### src/rtl/gfx_pkg.sv
// rtl/gfx_pkg.sv - shared layer-word field positions, backdrop address and fetch FSM states
package gfx_pkg;

    localparam int OPAQUE_BIT  = 15;
    localparam int OBJ_SEL_BIT = 16;
    localparam int IDX_MSB     = 7;

    localparam logic [8:0] BACKDROP_ADDR = 9'h000;

    typedef enum logic [1:0] {
        IDLE = 2'd0,
        F0   = 2'd1,
        F1   = 2'd2,
        HOLD = 2'd3
    } fetch_state_t;

endpackage

### src/rtl/layer_pal_addr.sv
// rtl/layer_pal_addr.sv - combinational layer word to palette address mapping
module layer_pal_addr
    import gfx_pkg::*;
#(
    parameter int LAYER_W = 20,
    parameter int PAL_AW  = 9
) (
    input  logic [LAYER_W-1:0] layer,
    output logic [PAL_AW-1:0]  addr
);

    // Priority and spare bits only travel with the pixel; they never select a colour.
    logic unused_bits;
    assign unused_bits = ^{layer[LAYER_W-1:OBJ_SEL_BIT+1], layer[OPAQUE_BIT-1:IDX_MSB+1]};

    assign addr = layer[OPAQUE_BIT] ? PAL_AW'({layer[OBJ_SEL_BIT], layer[IDX_MSB:0]})
                                    : PAL_AW'(BACKDROP_ADDR);

endmodule

### src/rtl/palette_fetch.sv
// rtl/palette_fetch.sv - two-layer palette colour fetch stage; PAL_SAME_ADDR_SKIP_EN enables single-read pixels
module palette_fetch
    import gfx_pkg::*;
#(
    parameter int LAYER_W = 20,
    parameter int PAL_AW  = 9
) (
    input  logic               clock,
    input  logic               rst_n,
    input  logic               in_valid,
    output logic               in_ready,
    input  logic [LAYER_W-1:0] in_layer0,
    input  logic [LAYER_W-1:0] in_layer1,
    output logic               pal_re,
    output logic [PAL_AW-1:0]  pal_addr,
    input  logic [15:0]        pal_rdata,
    output logic               out_valid,
    input  logic               out_ready,
    output logic [LAYER_W-1:0] out_layer0,
    output logic [LAYER_W-1:0] out_layer1,
    output logic [14:0]        out_color0,
    output logic [14:0]        out_color1
);

    fetch_state_t state, next_state;

    logic [LAYER_W-1:0] layer0_q, layer1_q;
    logic [PAL_AW-1:0]  addr0_in, addr1_in, addr1_q;
    logic [14:0]        c0_q, c1_q, c0_d, c1_d;
    logic [14:0]        done_c0, done_c1, load_c0, load_c1;
    logic [14:0]        rd_color;
    logic               out_free, try_accept, accept, complete, load;
    logic               unused_rdata;

    assign rd_color     = pal_rdata[14:0];
    assign unused_rdata = pal_rdata[15];
    assign out_free     = !out_valid || out_ready;

    layer_pal_addr #(.LAYER_W(LAYER_W), .PAL_AW(PAL_AW)) u_addr0 (
        .layer (in_layer0),
        .addr  (addr0_in)
    );

    layer_pal_addr #(.LAYER_W(LAYER_W), .PAL_AW(PAL_AW)) u_addr1 (
        .layer (in_layer1),
        .addr  (addr1_in)
    );

`ifdef PAL_SAME_ADDR_SKIP_EN
    logic skip_q;

    always_ff @(posedge clock or negedge rst_n) begin
        if (!rst_n) begin
            skip_q <= 1'b0;
        end else if (accept) begin
            skip_q <= (addr0_in == addr1_in);
        end
    end
`endif

    always_comb begin
        next_state = state;
        in_ready   = 1'b0;
        pal_re     = 1'b0;
        pal_addr   = '0;
        accept     = 1'b0;
        try_accept = 1'b0;
        complete   = 1'b0;
        load       = 1'b0;
        done_c0    = c0_q;
        done_c1    = c1_q;
        load_c0    = c0_q;
        load_c1    = c1_q;
        c0_d       = c0_q;
        c1_d       = c1_q;

        case (state)
            IDLE: try_accept = 1'b1;
            F0: begin
`ifdef PAL_SAME_ADDR_SKIP_EN
                if (skip_q) begin
                    complete = 1'b1;
                    done_c0  = rd_color;
                    done_c1  = rd_color;
                end else
`endif
                begin
                    c0_d       = rd_color;
                    pal_re     = 1'b1;
                    pal_addr   = addr1_q;
                    next_state = F1;
                end
            end
            F1: begin
                complete = 1'b1;
                done_c0  = c0_q;
                done_c1  = rd_color;
            end
            HOLD: begin
                if (out_free) begin
                    load       = 1'b1;
                    next_state = IDLE;
                end
            end
            default: next_state = IDLE;
        endcase

        // A finished pixel either moves straight to the output or parks in the buffers.
        if (complete) begin
            if (out_free) begin
                load       = 1'b1;
                load_c0    = done_c0;
                load_c1    = done_c1;
                try_accept = 1'b1;
                next_state = IDLE;
            end else begin
                c0_d       = done_c0;
                c1_d       = done_c1;
                next_state = HOLD;
            end
        end

        if (try_accept && rst_n) begin
            in_ready = 1'b1;
            if (in_valid) begin
                accept     = 1'b1;
                pal_re     = 1'b1;
                pal_addr   = addr0_in;
                next_state = F0;
            end
        end
    end

    always_ff @(posedge clock or negedge rst_n) begin
        if (!rst_n) begin
            state      <= IDLE;
            layer0_q   <= '0;
            layer1_q   <= '0;
            addr1_q    <= '0;
            c0_q       <= '0;
            c1_q       <= '0;
            out_valid  <= 1'b0;
            out_layer0 <= '0;
            out_layer1 <= '0;
            out_color0 <= '0;
            out_color1 <= '0;
        end else begin
            state <= next_state;
            c0_q  <= c0_d;
            c1_q  <= c1_d;
            if (accept) begin
                layer0_q <= in_layer0;
                layer1_q <= in_layer1;
                addr1_q  <= addr1_in;
            end
            if (load) begin
                out_valid  <= 1'b1;
                out_layer0 <= layer0_q;
                out_layer1 <= layer1_q;
                out_color0 <= load_c0;
                out_color1 <= load_c1;
            end else if (out_ready) begin
                out_valid <= 1'b0;
            end
        end
    end

endmodule
### config.mk
export PLATFORM = sky130hd
export DESIGN_NAME = palette_fetch
export DESIGN_NICKNAME = d
export VERILOG_FILES = /design/src/rtl/gfx_pkg.sv /design/src/rtl/layer_pal_addr.sv /design/src/rtl/palette_fetch.sv
export SDC_FILE = /design/constraint.sdc
export NUM_CORES = 1
export LEC_CHECK = 0
export CAP_MARGIN = 20
export CORE_MARGIN = 4
export CORE_UTILIZATION = 40
export DETAILED_ROUTE_END_ITERATION = 10
export PLACE_DENSITY = 0.64
export SLEW_MARGIN = 20
export SYNTH_ARGS = -nofsm -noshare
export SYNTH_HDL_FRONTEND = slang
export SYNTH_SLANG_ARGS = --single-unit
export TNS_END_PERCENT = 5
### constraint.sdc
create_clock -name clock -period 2.48 [get_ports clock]
set_clock_uncertainty 0.15 [all_clocks]
set_input_delay 0.248 -clock clock [delete_from_list [all_inputs] [get_ports clock]]
set_output_delay 0.248 -clock clock [all_outputs]
set_load 0.03 [all_outputs]
; Yosys cells after proc, flatten, opt, wreduce, memory -nomap -nowiden
; Cells that the tools add are included.
[word_totals]
regBits = 152
latch_bits = 0
mem_bits_rw = 0
rom_bits = 0
out_inout_bits = 82
word_cells = 55
memories = 0
[op_classes]
n_addsub = 0
n_mul = 0
div = 0
magnitude_cmp = 0
eq_ne = 4
shifts = 0
muxes = 33
bitwise = 1
n_reduce_logical = 6
[ops]
columns = operator, count
row1 = two-way mux 15 bit, 6
row2 = two-way mux 9 bit, 5
row3 = two-way mux 1 bit, 16
row4 = two-way mux 2 bit, 5
row5 = == test 2 bit (second input constant), 2
row6 = case mux 2 bit (2 select lines), 1
row7 = == test 2 x 1 -> 1 bit (second input constant), 1
row8 = logical NOT 2 bit, 1
row9 = inequality test 2 bit (second input constant), 1
row10 = AND reduction 2 bit, 1
row11 = nonzero test 2 bit, 1
row12 = logical AND 1 bit, 1
row13 = logical NOT 1 bit, 1
row14 = logical OR 1 bit, 1
row15 = inverter 1 bit, 1

; Logic depth before layout (Yosys ltp)
[logic_depth]
depth_word = 7
mapped_depth = 6
mapped_depth_nobuf = 3

; Modules after synthesis
; From an unflattened synthesis, not the netlist that was laid out.
[unflattened]
hier_cells = 433
area_unflattened_um2 = 6130.9
[modules_own_cells]
columns = module, n_inst, cells_each, area_per_inst_um2
row1 = palette_fetch, 1, 415, 6018.3
row2 = layer_pal_addr, 2, 9, 56.3

; Worst setup path before layout
; OpenSTA, ideal clock, no wires.
[synth_timing]
kind = flip-flop to output port
from = reg out_valid
to = out pal_addr[7]
arrival_time_ns = 1.669
path_slack_ns = 0.413
path_stages_with_launch = 6
n_path_buf = 2
path_cell_list = dfrtp_1 and3b_4 nor3_2 buf_2 buf_6 a32o_1
[synth_between]
elab_chain_cells = 6
[synth_rtl]
columns = element, line_no
row1 = from (decl), palette_fetch.sv:17  ; output logic out_valid,
row2 = from (signal assigned), palette_fetch.sv:142  ; out_valid <= 1'b0;
row3 = from (signal assigned), palette_fetch.sv:157  ; out_valid <= 1'b1;
row4 = from (signal assigned), palette_fetch.sv:163  ; out_valid <= 1'b0;
row5 = logical NOT 1 bit, palette_fetch.sv:37  ; assign out_free = !out_valid || out_ready;
row6 = logical OR 1 bit, palette_fetch.sv:37
row7 = two-way mux 1 bit, palette_fetch.sv:110  ; if (out_free) begin
row8 = two-way mux 1 bit, palette_fetch.sv:109  ; if (complete) begin
row9 = logical AND 1 bit, palette_fetch.sv:123  ; if (try_accept && rst_n) begin
row10 = two-way mux 9 bit, palette_fetch.sv:123
row11 = to (decl), palette_fetch.sv:15  ; output logic [PAL_AW-1:0] pal_addr,
; Every way passes these cells.

; Worst setup path after layout
[layout_timing]
from = reg state[1]
to = out pal_addr[7]
[layout_between]
elab_chain_cells = 6
elab_cells_between_ends = 11
classes_between = eq/ne: 2 / mux: 7 / reduce/logical: 2
[layout_rtl]
columns = element, line_no
row1 = from (decl), palette_fetch.sv:25  ; fetch_state_t state, next_state;
row2 = from (signal assigned), palette_fetch.sv:148  ; state <= next_state;
row3 = logical NOT 2 bit, palette_fetch.sv:77  ; case (state)
row4 = two-way mux 1 bit, palette_fetch.sv:77
row5 = two-way mux 1 bit, palette_fetch.sv:110
row6 = two-way mux 1 bit, palette_fetch.sv:109
row7 = logical AND 1 bit, palette_fetch.sv:123
row8 = two-way mux 9 bit (*), palette_fetch.sv:123
; Mark *: on every way between the ends. The rest lies on a longest branch, timed or not.

==> flow_metrics.py <==
metrics = {
    "status": {
        "status": "finished clean",
    },
    "floorplan": {
        "coreArea_um2": 14800,
        "die-width_um": 131,
        "fp.dieArea_um2": 17300,
        "io_pins": 142,
        "start_util_pct": 41.3,
        "rows": 44,
        "die_h_um": 131,
    },
    "critical_path": {
        "path_class": "flip-flop to output pin",
        "critical_path_required_ns": 2.08,
        "endpoint_kind": "output pin",
        "r2r-start": "state[1]$_DFF_PN0_",
        "reg2reg_to": "c1_q[8]$_DFFE_PN0P_",
        "cp_max_fo": 35,
        "r2r_slack_ns": 0.62,
        "start_kind": "flip-flop",
        "ff2ff_path_depth": 5,
        "critPathArrivalTime_ns": 1.93,
    },
    "layout": {
        "final_area_um2": 8320,
        "final_util_pct": 56.4,
        "filler_cell_count": 1194,
        "nets": 635,
        "antenna_cells": 0,
        "drive_above_1_share_pct": 28.7,
        "multiInputGateArea_um2": 2120,
        "fin_cells": 770,
        "regArea_um2": 3800,
        "syn_to_final_growth_pct": 36.6,
    },
    "pwr": {
        "leakagePower_nw": 3.68,
        "p_int_mw": 7.24,
        "vdd_drop_max_v": 0.000720,
        "p_per_area_nw_per_um2": 1310,
        "p_seq_share_pct": 37.0,
        "p_sw_share_pct": 33.4,
        "power.clock.fraction_pct": 25.5,
        "power_switching_mw": 3.64,
        "combPwrFrac_pct": 37.5,
        "p_total_mw": 10.9,
    },
    "clocking": {
        "clock_latency_ns": 0.42,
        "cts.htree.levels": 4,
        "clk_path_buf_depth": 2,
        "cts_setup_buffers": 0,
        "cts_tree": "yes",
        "cts_made_buffers": 17,
        "clkSlewWorstSetupHoldPaths_ns": 0.06,
        "cts.sinks": 152,
        "cts_root_buf": "clkbuf_16",
    },
    "logic_synthesis": {
        "ys.warnings.count": 0,
        "yosysSeqAreaShare_pct": 62.4,
        "syn_nets": 492,
        "muxShareOfSynthArea_pct": 25.4,
        "synth_seq_cells": 152,
        "synth_fa_ha_area_share_pct": 0,
        "syn_area_um2": 6090,
        "synth-simple-area-share_pct": 4.91,
        "synth_top_family_by_area": "multiplexers",
        "synth_compound_area_share_pct": 4.25,
        "syn_avg_cell_area_um2": 14.1,
        "synthCells": 432,
        "synth_cell_types": 22,
        "synth_xor_area_share_pct": 0,
    },
    "timing": {
        "setup_tns_ns": 0,
        "finalHoldViolations": 0,
        "whs_ns": 0.265,
        "rsz0062_at_grt": "no",
        "setup_viol": 0,
        "setup_slack_ns": 0.157,
        "fmax_mhz": 430,
        "fin_crit_ns": 2.32,
        "worst-slew-pin-transition_ns": 0.805,
        "min_period_over_period_pct": 93.7,
        "maxSlewHeadroom_pct": 46.4,
        "drv_slew": 0,
    },
    "job": {
        "cap_violations": 0,
    },
    "place": {
        "port_buffers": 140,
        "preCtsSetupSlack_ns": 0.239,
        "placed_cell_area_um2": 7670,
        "gp_congestion": 0.735,
        "hpwlAfterDp_mm": 9.47,
        "dp_cells": 739,
    },
    "route": {
        "dr_total_vias": 3897,
        "routed_via_density": 5.06,
        "wl_mm": 14.2,
        "drtAntennaViolNets": 0,
        "post_drt_wl_per_cell_um": 18.5,
        "drt_iter0_drc": 177,
        "drcViolationCount": 0,
        "firstDrtPassIters": 4,
    },
    "hold_path": {
        "hold_path.class": "primary input to flip-flop",
        "min_to": "c0_q[8]$_DFFE_PN0P_",
        "min-delay-start": "pal_rdata[8]",
        "min_path_cells": 3,
    },
    "global_routing": {
        "grt_pass1_wl_mm": 23.3,
        "grt.total_usage_pct": 17.0,
        "first_global_vias": 4314,
        "grt_max_degree": 88,
        "antenna_found_initial": 0,
        "overflow": 0,
    },
}
[cells in the final DEF, fill, tap and decap left out, drive strengths merged]
master,count
or3,1
clkinv,3
buf,24
nand3b,1
mux2i,24
dlygate4sd3,1
nand2,59
nor2b,1
inv,9
clkdlybuf4s50,128
nor3b,1
nand2b,3
nor3,1
a32o,9
nor2,1
a31oi,15
a21oi,15
bufinv,5
mux2,110
clkbuf,21
and3b,1
dfrtp,152
clkinvlp,1
[worst max path at each step]
stage	to	slack [ns]	cells past startpoint	start
4_1_cts	pal_addr[7]	0.004	3	state[0]$_DFF_PN0_
2_1_floorplan	pal_addr[7]	0.41	5	out_valid$_DFFE_PN0P_
3_3_place_gp	pal_addr[7]	0.25	6	out_ready
6_report	pal_addr[7]	0.16	4	state[1]$_DFF_PN0_
3_5_place_dp	pal_addr[7]	0.24	6	out_ready
5_1_grt	pal_addr[4]	0.07	4	state[1]$_DFF_PN0_
[sequential cells by signal, summed over array words and instances (netlist names)]
| register | cells |
|---|---|
| layer0_q | 20 |
| layer1_q | 20 |
| out_layer0 | 20 |
| out_layer1 | 20 |
| c0_q | 15 |
| c1_q | 15 |
| out_color0 | 15 |
| out_color1 | 15 |
| addr1_q | 9 |
| state | 2 |
| out_valid | 1 |
[synthesized netlist by cell type (all sizes together)]
cell,instances,area share (%)
a32o,9,1.5
mux2i,24,3.9
mux2,110,21
nor3b,1,0.12
clkbuf,10,0.62
nand3b,1,0.12
nor2b,1,0.10
nor3,1,0.16
or3,1,0.18
inv,9,0.55
and3b,1,0.21
nand2,59,3.6
a31oi,15,1.5
a21oi,15,1.2
nor2,1,0.062
dfrtp,152,62
nand2b,3,0.31
buf,19,1.9
[worst max-delay path, stage by stage (launching register included)]
cell	delay (ns)
dfrtp_1	0.38
buf_4	0.25
nor2b_2	0.47
a32o_1	0.23
buf_4	0.17
[cells by family after synthesis]
logic type / Yosys count
AO/OA/AOI/OAI: 39
buffers and inverters: 38
flip-flops: 152
multiplexers: 134
AND/OR/NAND/NOR: 69
[power groups by stage]
stage / Combinational, mW / Clock [mW] / Sequential (mW)
6_report: 4.08 / 2.78 / 4.02
4_1_cts: 4.14 / 2.82 / 4.03
3_3_place_gp: 4.05 / 0 / 4.00
3_5_place_dp: 4.11 / 0 / 4.05
2_1_floorplan: 1.30 / 0 / 5.09
5_1_grt: 4.32 / 2.94 / 4.15
[area by class of cell]
cell class / count / area share, %
inverter: 9 / 0.406
multi-input combinational: 242 / 25.4
timing repair buffer: 153 / 18.1
clock buffer: 21 / 5.53
clock inverter: 9 / 2.07
tap: 184 / 2.77
sequential: 152 / 45.7
[metal layers]
layer  track usage, %  up-vias  routed length, um
met1             21.5     1958               6220
met2             26.7      131               6670
met3             6.65       21               1040
li1                 -     1787                  -
met4             6.30        0                289
met5                0        -                  0
[timing repair]
| action | CTS | global route |
|---|---|---|
| hold buffers | 1 | 0 |
| endpoints found under the hold margin | 65 | 0 |
| setup endpoints to repair | 0 | 10 |
| resized for setup | 0 | 1 |
No activity file was read; power rests on OpenSTA's default activity.
==> edit 1: new RTL, config.mk and constraints unchanged <==
`OPAQUE_BIT`: 15 -> 16.
--- a/src/rtl/gfx_pkg.sv
+++ b/src/rtl/gfx_pkg.sv
@@ -1,7 +1,7 @@
 // rtl/gfx_pkg.sv - shared layer-word field positions, backdrop address and fetch FSM states
 package gfx_pkg;
 
-    localparam int OPAQUE_BIT  = 15;
+    localparam int OPAQUE_BIT  = 16;
     localparam int OBJ_SEL_BIT = 16;
     localparam int IDX_MSB     = 7;
 
Formal check against the unedited RTL: not equivalent (Yosys sat finds a counterexample within 4 cycles, from zero or initial values and one cycle with rst_n low).
==> edit 1 against the original RTL <==
- worst hold slack gained 0.0027 ns
- sequential share of layout area shrank 0.34 points
- total power grew 0.34%
- synthesized area shrank 0.72%
- via count shrank 0.77%
- routed wire length shrank 4.1%
- sequential cell count shrank 1
- setup slack lost 0.0032 ns
- design area is essentially flat
- largest cell class unchanged
- highest routed layer unchanged
==> edit 1: results (changes against the original RTL) <==
crit path max fanout=39 (+11%); Leak=0.00368 uW (about the same); area leader, netlist=dfrtp_1; metal2 WL=6240 um (-6.3%); flop2flop setup slack=0.64 ns (+0.02 ns); Max VDD drop=0.746 mV (+3.5%); cell area after placement=0.00766 mm^2 (-0.18%); first-pass GRT wire length=21,400 um (-8.1%); status=finished clean; top cells by area, synth=dfrtp_1 62%, mux2_2 17%, mux2_4 4.5%; grt ovf=0 (unchanged); vias in the first global route=4,081 (-5.4%); Avg Inst Size Synth=14.1 um^2 (+0.21%); Min Hold Slack=0.268 ns (+0.00273 ns); clock buffer depth=2 (unchanged); Max-slew headroom=44.3% (-2.1 points); Syn Nets=488 (-0.81%); WL/cell=17.8 um (-3.6%); initial DRC count=206 (+16%); slowest CP cell=dfrtp_1; Synth top cells by count=151 x dfrtp_1, 92 x mux2_2, 58 x nand2_1; Total Nets Final=630 (-0.79%); Hold Startpoint=pal_rdata[13]; sequential share of the synthesized area=62.5% (about the same); vias per cell=5.05 (-0.25%); DR vias=3,867 (-0.77%); Max stage delay on crit path=0.41 ns (-0.06 ns); antenna violations before repair=0 (unchanged); Synth Warn #=0 (unchanged); metal3 WL=965 um (-7.1%); Placed Cells incl. Taps=734 (-0.68%); HP Class=primary input to flip-flop; reg-to-reg endpoint=layer0_q[0]$_DFFE_PN0P_; M1 WL=6220 um (about the same); Yosys cell types=23 (+4.5%); Tot GR Track Use=16.5% (-0.55 points); share of post-route cells with drive strength above 1=28.7% (about the same); cell depth of the worst flop-to-flop path=3 (-2); clock root buffer=clkbuf_16; DP Wirelength=8860 um (-6.4%); Hold Path End=c0_q[13]$_DFFE_PN0P_; gpl congestion=0.747 (+1.7%); pin count of the biggest net entering global routing=152 (+73%); top routing layer used=met4; cts bufs inserted=17 (unchanged)
edit 1: cell count changes in the layout (fill, tap and decap cells not counted), sizes merged:
cell / change
a22o: +1
dfrtp: -1
inv: -1
nand2: -1
a32o: -1
clkbuf: +2
clkinv: -1
mux2i: -1
buf: -1
edit 1: metal layers:
metal | vias up | GRT usage, %
li1 | 1778 | -
met1 | 1957 | 21.9
met2 | 114 | 24.9
met3 | 18 | 5.69
met4 | 0 | 6.29
met5 | - | 0
edit 1: logic make-up (layout without fill, tap and decap cells):
logic type | after synthesis | in the layout | share of synthesized area [%]
muxes | 133 | 133 | 25.4
DFF | 151 | 151 | 62.5
AOI/OAI and AO/OA | 39 | 39 | 4.26
buffers and inverters | 37 | 191 | 3.00
and+or+nand+nor | 68 | 68 | 4.88
edit 1: worst max path at each step:
stage / from / endpoint / slack, ns / depth (start not counted)
CTS: state[1]$_DFF_PN0_ / pal_addr[2] / 0.1 / 5
floorplan: out_valid$_DFFE_PN0P_ / pal_addr[7] / 0.38 / 5
finish: state[1]$_DFF_PN0_ / pal_addr[2] / 0.15 / 5
global route: state[1]$_DFF_PN0_ / pal_addr[2] / 0.03 / 5
detailed placement: out_ready / pal_addr[2] / 0.22 / 6
global placement: out_ready / pal_addr[2] / 0.25 / 6
edit 1: stage by stage:
| stage | worst slack [ns] | total power (uW) |
|---|---|---|
| 2_1_floorplan | 0.379 | 6370 |
| 3_3_place_gp | 0.249 | 8060 |
| 3_5_place_dp | 0.218 | 8140 |
| 4_1_cts | 0.0982 | 11000 |
| 5_1_grt | 0.0334 | 11500 |
| 6_report | 0.153 | 10900 |
edit 1: worst max-delay path, delay by kind of cell (launching register included):
family                 cells  cell delay (ns)
AND/OR/NAND/NOR            2             0.42
buffers and inverters      2             0.41
flip-flops                 1             0.41
AO/OA/AOI/OAI              1             0.27
edit 1: repair_timing:
action / 4_1_cts / 5_1_grt
hold buffers: 1 / 0
setup buffers: 0 / 0
endpoints found under the hold margin: 151 / 0
endpoints found under the setup margin: 0 / 0
edit 1: area by class of cell:
class	count	area, um^2
fillers	1177	6370
flip-flops and latches	151	3780
multi-input cells	240	2100
repair buffers	152	1530
clock buffers	23	488
well taps	184	230
clock inverters	8	168
inverters	8	30.0
edit 1: report_power, final:
part / switching, uW / internal, uW
registers: 522 / 3460
clock network: 960 / 1880
logic: 2140 / 1950
total: 3620 / 7290
==> edit 2: new RTL, same settings <==
Without the edit above. `c0_q` and `c1_q` no longer have a reset.
--- a/src/rtl/palette_fetch.sv
+++ b/src/rtl/palette_fetch.sv
@@ -137,8 +137,6 @@
             layer0_q   <= '0;
             layer1_q   <= '0;
             addr1_q    <= '0;
-            c0_q       <= '0;
-            c1_q       <= '0;
             out_valid  <= 1'b0;
             out_layer0 <= '0;
             out_layer1 <= '0;
@@ -146,8 +144,6 @@
             out_color1 <= '0;
         end else begin
             state <= next_state;
-            c0_q  <= c0_d;
-            c1_q  <= c1_d;
             if (accept) begin
                 layer0_q <= in_layer0;
                 layer1_q <= in_layer1;
@@ -165,4 +161,9 @@
         end
     end
 
+    always_ff @(posedge clock) begin
+        c0_q <= c0_d;
+        c1_q <= c1_d;
+    end
+
 endmodule
Behaviour: same outputs for any inputs over 10 cycles, from zero or initial values and one cycle with rst_n low; that may be too few to reach the edited logic, so the function may still have changed.
==> edit 2 against the original RTL <==
- sequential share of layout area increased by 1.7 points
- clock power down 9.4%
- routed wire length is 8.4% lower
- setup slack better by 0.047 ns
- via count fell by 6.8%
- global-route usage down 1.4 points
- design area rose by 0.26%
- sequential cell count did not move
- total power decreased by 5.7%
- synthesized area increased by 1.4%
- critical path type unchanged
- largest power group unchanged
- highest routed layer unchanged
==> edit 2: results (changes against the original RTL) <==
status=finished clean; pin count of the biggest net entering global routing=63 (-28%); sequential power=3810 uW (-5.2%); Leak=0.00346 uW (-5.9%); metal3 WL=749 um (-28%); vias per cell=4.95 (-2.3%); Total Nets Final=593 (-6.6%); GR Util met1=19.6% (-1.8 points); flop2flop setup slack=0.53 ns (-0.09 ns); crit path max fanout=19 (-46%); share of post-route cells with drive strength above 1=30.6% (+1.9 points); gpl congestion=0.763 (+3.8%); cell depth of the worst flop-to-flop path=4 (-1); multiplexer area fraction after synthesis=26.2% (+0.83 points); Yosys cell types=27 (+23%); DP Worst Slack=0.177 ns (-0.0618 ns); initial DRC count=121 (-32%); sequential share of the synthesized area=64.0% (+1.6 points); Max VDD drop=0.664 mV (-7.8%); first-pass GRT wire length=21,400 um (-7.9%); WL/cell=17.7 um (-3.9%); final cycle utilization of the critical path=91.8% (-1.9 points); asr flop ratio synth=80.3% (-20 points); reg-to-reg endpoint=layer1_q[12]$_DFFE_PN0P_; Int Pwr=6720 uW (-7.2%); GR Layer Usage met3=5.31% (-1.3 points); vias in the first global route=3,974 (-7.9%); Tot GR Track Use=15.6% (-1.4 points); CP arrival=1.88 ns (-0.05 ns); metal2 WL=6450 um (-3.3%); Hold Startpoint=in_layer1[5]; DP Wirelength=8790 um (-7.1%); Synth Area in Compound Gates=4.19% (-0.058 points); slowest CP cell=nor2_2; EDFF count, synth=30 (+30); Hold Path End=addr1_q[5]$_DFFE_PN0P_
-- edit 2: changes by cell type in the layout (fill, tap and decap cells not counted), sizes merged, moves of 4 or more --
cell | before | now
edfxtp | 0 | 30
inv | 9 | 13
a21oi | 15 | 30
dfrtp | 152 | 122
a31oi | 15 | 0
clkbuf | 21 | 17
nand2 | 59 | 11
clkinv | 3 | 7
-- edit 2: per-stage QoR --
stage | hold WS [ns] | cell area (um^2) | std cells
floorplan | -0.198 | 6180 | 383
global placement | 0.293 | 7750 | 701
detailed placement | 0.303 | 7750 | 701
CTS | 0.254 | 8340 | 734
global route | 0.275 | 8340 | 734
finish | 0.267 | 8340 | 734
-- edit 2: cell type report --
class                           count  area, um^2
Inverter                           11        41.3
Fill cell                        1229        6800
Tap cell                          188         235
Timing Repair Buffer              156        1530
Clock inverter                     15         153
Sequential cell                   152        3950
Clock buffer                       17         425
Multi-Input combinational cell    195        2000
